**src/rtl/keypad_pkg.sv**
```systemverilog
// Shared keypad definitions: key index layout, emulator FSM states, well-known keys.
// Latency: n/a (types and constants only).
// Backpressure: n/a.
package keypad_pkg;

    typedef logic [3:0] key_t;

    localparam int ROW_MSB = 3;
    localparam int ROW_LSB = 2;
    localparam int COL_MSB = 1;
    localparam int COL_LSB = 0;

    typedef enum logic [1:0] {
        IDLE  = 2'd0,
        PRESS = 2'd1,
        GAP   = 2'd2
    } state_t;

    localparam key_t KEY_UP   = 4'h0;
    localparam key_t KEY_DOWN = 4'h8;

    function automatic logic [1:0] key_row(input key_t k);
        return k[ROW_MSB:ROW_LSB];
    endfunction

    function automatic logic [1:0] key_col(input key_t k);
        return k[COL_MSB:COL_LSB];
    endfunction

endpackage

```
**src/rtl/keypad_emulator_tick_gen.sv**
```systemverilog
// Free-running prescaler emitting a one-cycle tick every CLK_HZ/TICK_HZ clocks.
// Latency: first tick CLK_HZ/TICK_HZ clocks after reset release.
// Backpressure: none; never restarted, consumers see a fixed-phase tick.
module tick_gen #(
    parameter int CLK_HZ  = 25000000,
    parameter int TICK_HZ = 1000
) (
    input  logic clk,
    input  logic rst_n,
    output logic tick
);

    localparam int PERIOD = (CLK_HZ / TICK_HZ < 1) ? 1 : CLK_HZ / TICK_HZ;
    localparam int CNT_W  = (PERIOD > 1) ? $clog2(PERIOD) : 1;

    logic [CNT_W-1:0] cnt_q, cnt_d;
    logic             tick_q, tick_d;

    always_comb begin
        tick_d = (cnt_q == CNT_W'(PERIOD - 1));
        cnt_d  = tick_d ? '0 : cnt_q + 1'b1;
    end

    always_ff @(posedge clk or negedge rst_n) begin
        if (!rst_n) begin
            cnt_q  <= '0;
            tick_q <= 1'b0;
        end else begin
            cnt_q  <= cnt_d;
            tick_q <= tick_d;
        end
    end

    assign tick = tick_q;

endmodule

```
**src/rtl/keypad_emulator.sv**
```systemverilog
// Keypad device emulator: pulls the commanded key's column low while its row is strobed.
// Latency: row_n edge to col_n is 3 clk; one command at a time, cmd_ready only in IDLE.
// Backpressure: cmd_valid outside IDLE is dropped. Optional contact bounce: KEYPAD_EMU_BOUNCE_EN.
module keypad_emulator
    import keypad_pkg::*;
#(
    parameter int CLK_HZ    = 25000000,
    parameter int TICK_HZ   = 1000,
    parameter int GAP_TICKS = 5,
    parameter int HOLD_W    = 10
) (
    input  logic              clk,
    input  logic              rst_n,
    input  logic [3:0]        row_n,
    output logic [3:0]        col_n,
    input  logic              cmd_valid,
    output logic              cmd_ready,
    input  logic [3:0]        cmd_key,
    input  logic [HOLD_W-1:0] cmd_hold,
    input  logic              cmd_abort,
    output logic              busy,
    output logic              done
);

    localparam int GAP_W = (GAP_TICKS < 1) ? 1 : $clog2(GAP_TICKS + 1);
    localparam logic [GAP_W-1:0] GAP_INIT = GAP_W'(GAP_TICKS);

    state_t            state_q, state_d;
    key_t              key_q, key_d;
    logic [HOLD_W-1:0] hold_q, hold_d;
    logic [GAP_W-1:0]  gap_q, gap_d;
    logic              done_q, done_d;
    logic [3:0]        row_meta_q, row_s_q;
    logic [3:0]        col_q, col_d;
    logic              tick;
    logic              drive_en;

    tick_gen #(
        .CLK_HZ  (CLK_HZ),
        .TICK_HZ (TICK_HZ)
    ) u_tick_gen (
        .clk   (clk),
        .rst_n (rst_n),
        .tick  (tick)
    );

    always_comb begin
        state_d = state_q;
        key_d   = key_q;
        hold_d  = hold_q;
        gap_d   = gap_q;
        done_d  = 1'b0;
        case (state_q)
            IDLE: begin
                if (cmd_valid) begin
                    key_d  = cmd_key;
                    hold_d = cmd_hold;
                    if (cmd_hold == '0) begin
                        state_d = GAP;
                        gap_d   = GAP_INIT;
                    end else begin
                        state_d = PRESS;
                    end
                end
            end
            PRESS: begin
                if (tick && hold_q != '0) hold_d = hold_q - 1'b1;
                // Abort and expiry on the same cycle collapse into one GAP entry.
                if (cmd_abort || (tick && hold_q <= HOLD_W'(1))) begin
                    state_d = GAP;
                    gap_d   = GAP_INIT;
                end
            end
            GAP: begin
                if (tick && gap_q != '0) gap_d = gap_q - 1'b1;
                if (gap_q == '0 || (tick && gap_q == GAP_W'(1))) begin
                    state_d = IDLE;
                    done_d  = 1'b1;
                end
            end
            default: state_d = IDLE;
        endcase
    end

`ifdef KEYPAD_EMU_BOUNCE_EN
    logic [7:0] lfsr_q;
    logic [1:0] bnc_q;
    logic       bounce_on;

    always_ff @(posedge clk or negedge rst_n) begin
        if (!rst_n) begin
            lfsr_q <= 8'hA5;
            bnc_q  <= 2'd0;
        end else begin
            lfsr_q <= {lfsr_q[6:0], lfsr_q[7] ^ lfsr_q[5] ^ lfsr_q[4] ^ lfsr_q[3]};
            if (state_d != state_q)
                bnc_q <= 2'd0;
            else if (tick && bnc_q != 2'd3)
                bnc_q <= bnc_q + 2'd1;
        end
    end

    // Bounce window covers the first three ticks after both the make and the break edge.
    always_comb begin
        bounce_on = (bnc_q != 2'd3);
        drive_en  = ((state_q == PRESS) && (!bounce_on || lfsr_q[0])) ||
                    ((state_q == GAP) && bounce_on && lfsr_q[0]);
    end
`else
    always_comb drive_en = (state_q == PRESS);
`endif

    always_comb begin
        col_d = 4'hF;
        if (drive_en && !row_s_q[key_row(key_q)]) col_d[key_col(key_q)] = 1'b0;
    end

    always_ff @(posedge clk or negedge rst_n) begin
        if (!rst_n) begin
            state_q    <= IDLE;
            key_q      <= '0;
            hold_q     <= '0;
            gap_q      <= '0;
            done_q     <= 1'b0;
            row_meta_q <= 4'hF;
            row_s_q    <= 4'hF;
            col_q      <= 4'hF;
        end else begin
            state_q    <= state_d;
            key_q      <= key_d;
            hold_q     <= hold_d;
            gap_q      <= gap_d;
            done_q     <= done_d;
            row_meta_q <= row_n;
            row_s_q    <= row_meta_q;
            col_q      <= col_d;
        end
    end

    assign col_n     = col_q;
    assign cmd_ready = (state_q == IDLE);
    assign busy      = (state_q == PRESS) || (state_q == GAP);
    assign done      = done_q;

endmodule
```
**config.mk**
```make
export PLATFORM = sky130hd
export DESIGN_NAME = keypad_emulator
export DESIGN_NICKNAME = d
export VERILOG_FILES = /design/src/rtl/keypad_pkg.sv /design/src/rtl/keypad_emulator_tick_gen.sv /design/src/rtl/keypad_emulator.sv
export SDC_FILE = /design/constraint.sdc
export NUM_CORES = 1
export LEC_CHECK = 0
export CAP_MARGIN = 40
export CORE_UTILIZATION = 65
export CTS_CLUSTER_DIAMETER = 100
export DETAILED_ROUTE_END_ITERATION = 12
export DONT_BUFFER_PORTS = 1
export HOLD_SLACK_MARGIN = 0.03
export PLACE_DENSITY_LB_ADDON = 0.3
export RECOVER_POWER = 50
export SYNTH_ARGS = -nofsm -noshare
export SYNTH_HDL_FRONTEND = slang
export SYNTH_SLANG_ARGS = --single-unit
export TNS_END_PERCENT = 10
```
**constraint.sdc**
```tcl
create_clock -name clk -period 4.2 [get_ports clk]
set_clock_uncertainty 0.2 [all_clocks]
set_input_delay 0.42 -clock clk [delete_from_list [all_inputs] [get_ports clk]]
set_output_delay 0.42 -clock clk [all_outputs]
set_load 0.005 [all_outputs]
```
==> reports/qor.csv <==
stage,metric,value,unit
synthesis,synth_edf_count,0,
floorplanning,die_area,0.00382,sq mm
cts,clk_latency,0.36,ns
min_path,min_path_type,input pin to register,
sta,slew_headroom,-61.7,%
synthesis,syn_nets,247,
cts,clock-sinks,48,
synthesis,ys_ff_latch,48,
sta,fmax,0.344,GHz
synthesis,yosysMostFrequentCell,dfrtp_1,
cts,cts_buffers,5,
power,leakagePower,1.07,nW
detailed_routing,num_vias,1620,
sta,fin_tns_setup,0,ns
global_route,use_met2,46.1,%
synthesis,syn_inst,215,
synthesis,async_flop_share,100,%
finish,stdcell_area,0.00252,sq mm
finish,final_cells,275,
global_route,global_route.usage.met3,6.63,%
power,p_int,0.875,mW
floorplanning,ios,29,
synthesis,yosys_warnings,0,
global_route,grt_pass1_wl,7180,um
critical_path,cp-end-kind,async pin,
critical_path,slowest_delay,1.72,ns
critical_path,crit_chain,dlygate4sd3_1 -> clkbuf_1,
sta,fin_crit_sh,69.2,%
synthesis,synthTopCellsByArea,"dfrtp_1 (39%), dfstp_2 (14%), ha_1 (5.4%)",
critical_path,worstPathMaxFanout,48,
global_route,antenna_found_initial,0,
detailed_routing,viasPerCell,5.89,
finish,seq_area,0.00122,sq mm
finish,antennaDiodeCount,0,
critical_path,crit_slowest_cell,clkbuf_1,
global_route,grt_use_total,26.6,%
sta,setup_viol,0,
synthesis,synth_top_cells_by_count,"dfrtp_1 (36), nor2_1 (22), nand2_1 (16), inv_1 (13), dfstp_2 (12)",
global_route,use_met1,31.9,%
power,swShare,37.5,%
power,clkPwrFrac,16.3,%
global_route,grt_pass1_vias,1590,
floorplanning,die_x,61.8,um
floorplanning,fp.dieH,61.8,um
critical_path,cp.required,3.99,ns
sta,holdWs,0.0763,ns
cts,clk_path_buf_depth,2,
placement,gp_congestion,0.806,
sta,tightest_slew,2.43,ns
finish,final_nets,260,
job,maxCapViolCount,1,
power,pwr-share-seq,48.1,%
synthesis,synth_top_area_share,38.7,%
cts,cts_tree,yes,
finish,nFillCells,224,
detailed_routing,drc_errors,0,
power,cellPowerDensity,556,mW/mm^2
power,power.net_switching,0.525,mW
synthesis,ys_seq_area_share,52.3,%
detailed_routing,drt_first_pass_iters,4,
placement,dp_cells,257,
critical_path,worstSetupStartpointType,input pin,
synthesis,yosysUniqueCellTypes,41,
power,ir_drop,0.312,mV
synthesis,syn_area,0.00233,sq mm
global_route,grt.overflow.total,0,
cts,ctsRootBufferMaster,clkbuf_4,
floorplanning,start_util,68.6,%
critical_path,worst-path-buf-inv,2,
power,p_comb_share,35.6,%
floorplanning,core,0.00339,sq mm
synthesis,netlist.top_cell.by_area,dfrtp_1,
critical_path,critPathTopFamily,buffers and inverters,
cts,cts_setup_buffers,0,
detailed_routing,antenna_left,0,
sta,hold_viol,0,
finish,multi_input_area,0.00104,sq mm
outcome,status,"finished, violations left",
sta,period_minus_slack,2.91,ns
global_route,grt_max_degree,49,
global_route,grt.busiest_layer,met2,
placement,pre_cts_ws,1.60,ns
detailed_routing,wire_per_inst,15.6,um
critical_path,arrival,2.69,ns
cts,clkTransAtPathRegs,0.14,ns
outcome,violations,"capacitance limit, slew limit",
synthesis,synth_area_per_cell,10.8,sq um
placement,io_buffers,0,
placement,dpl_cell_area,0.00236,sq mm
sta,layout_setup_ws,1.29,ns
sta,drv_slew,49,
cts,ctsHtreeMaxLevel,2,
synthesis,synth-main-ff-cell,dfrtp_1,
detailed_routing,drtIter0Drc,113,
floorplanning,rows,21,
finish,syn_to_final_growth,8.28,%
finish,drive_gt1_share,14.0,%
detailed_routing,finalWirelength,4300,um
placement,dp_hpwl,2980,um
critical_path,path_class,input pin to async pin,
sta,rsz0062_at_grt,no,
repair_timing:
action,CTS,global route
hold buffers,10,0
hold endpoints to repair,56,0
gates resized for setup,0,0
routing by layer:
| metal | wire (um) | part of all wire, % |
|---|---|---|
| met2 | 2200 | 51 |
| met4 | 79 | 1.8 |
| met5 | 0 | 0 |
| met3 | 213 | 5.0 |
| met1 | 1810 | 42 |
cell families (layout without fill, tap and decap cells):
family / after synthesis / after routing / share of synthesized area, %
buf+inv: 17 / 31 / 3.12
xor+xnor: 13 / 13 / 4.90
mux: 12 / 12 / 6.13
simple gates: 77 / 77 / 17.8
compound gates: 38 / 38 / 10.4
fa+ha+maj: 10 / 10 / 5.38
flops: 48 / 48 / 52.3
area by class of cell:
class	count	share of cell area [%]
clock inverters	2	0.546
clock buffers	6	2.04
repair buffers	10	3.73
well taps	46	2.29
multi-input cells	150	41.2
flip-flops and latches	48	48.3
inverters	13	1.94
cells in the final DEF, fill, tap and decap left out, types with 7 or more instances in the layout:
cell type      netlist  final
nand2_1             16     16
o21ai_0              7      7
ha_1                10     10
dlygate4sd3_1        0      9
nor2_1              22     22
dfstp_2             12     12
dfrtp_1             36     36
a21oi_1              9      9
nand3_1             10     10
inv_1               13     13
xor2_1               8      8
power groups by stage:
stage	logic, mW	registers [mW]	clock network (mW)
floorplan	0.406	0.657	0
global placement	0.442	0.671	0
detailed placement	0.469	0.682	0
CTS	0.494	0.672	0.235
global route	0.553	0.692	0.255
finish	0.498	0.673	0.228
state kept, by name, summed over array words and instances, names as in the netlist:
| signal | cells |
|---|---|
| gap_q | 3 |
| row_meta_q | 4 |
| row_s_q | 4 |
| state_q | 2 |
| u_tick_gen.cnt_q | 15 |
| col_n | 4 |
| key_q | 4 |
| hold_q | 10 |
| u_tick_gen.tick | 1 |
| done | 1 |
stage by stage:
step | util (%) | total power [mW]
6_report | 74.3 | 1.40
3_3_place_gp | 69.6 | 1.11
3_5_place_dp | 69.6 | 1.15
2_1_floorplan | - | 1.06
4_1_cts | 75.0 | 1.40
5_1_grt | 74.3 | 1.50
final timing paths:
check / start / end / slack [ns] / cells past startpoint
worst max-delay path: rst_n / hold_q[5] / 1.29 / 2
worst min-delay path: cmd_hold[6] / hold_q[6] / 0.08 / 2
worst max register to register: state_q[1] / hold_q[6] / 1.46 / 7
worst min register to register: row_meta_q[0] / row_s_q[0] / 0.16 / 0
max in group clk: state_q[1] / hold_q[6] / 1.46 / 7
min in group asynchronous: rst_n / hold_q[0] / 1.13 / 2
No activity file was read; power rests on OpenSTA's default activity.
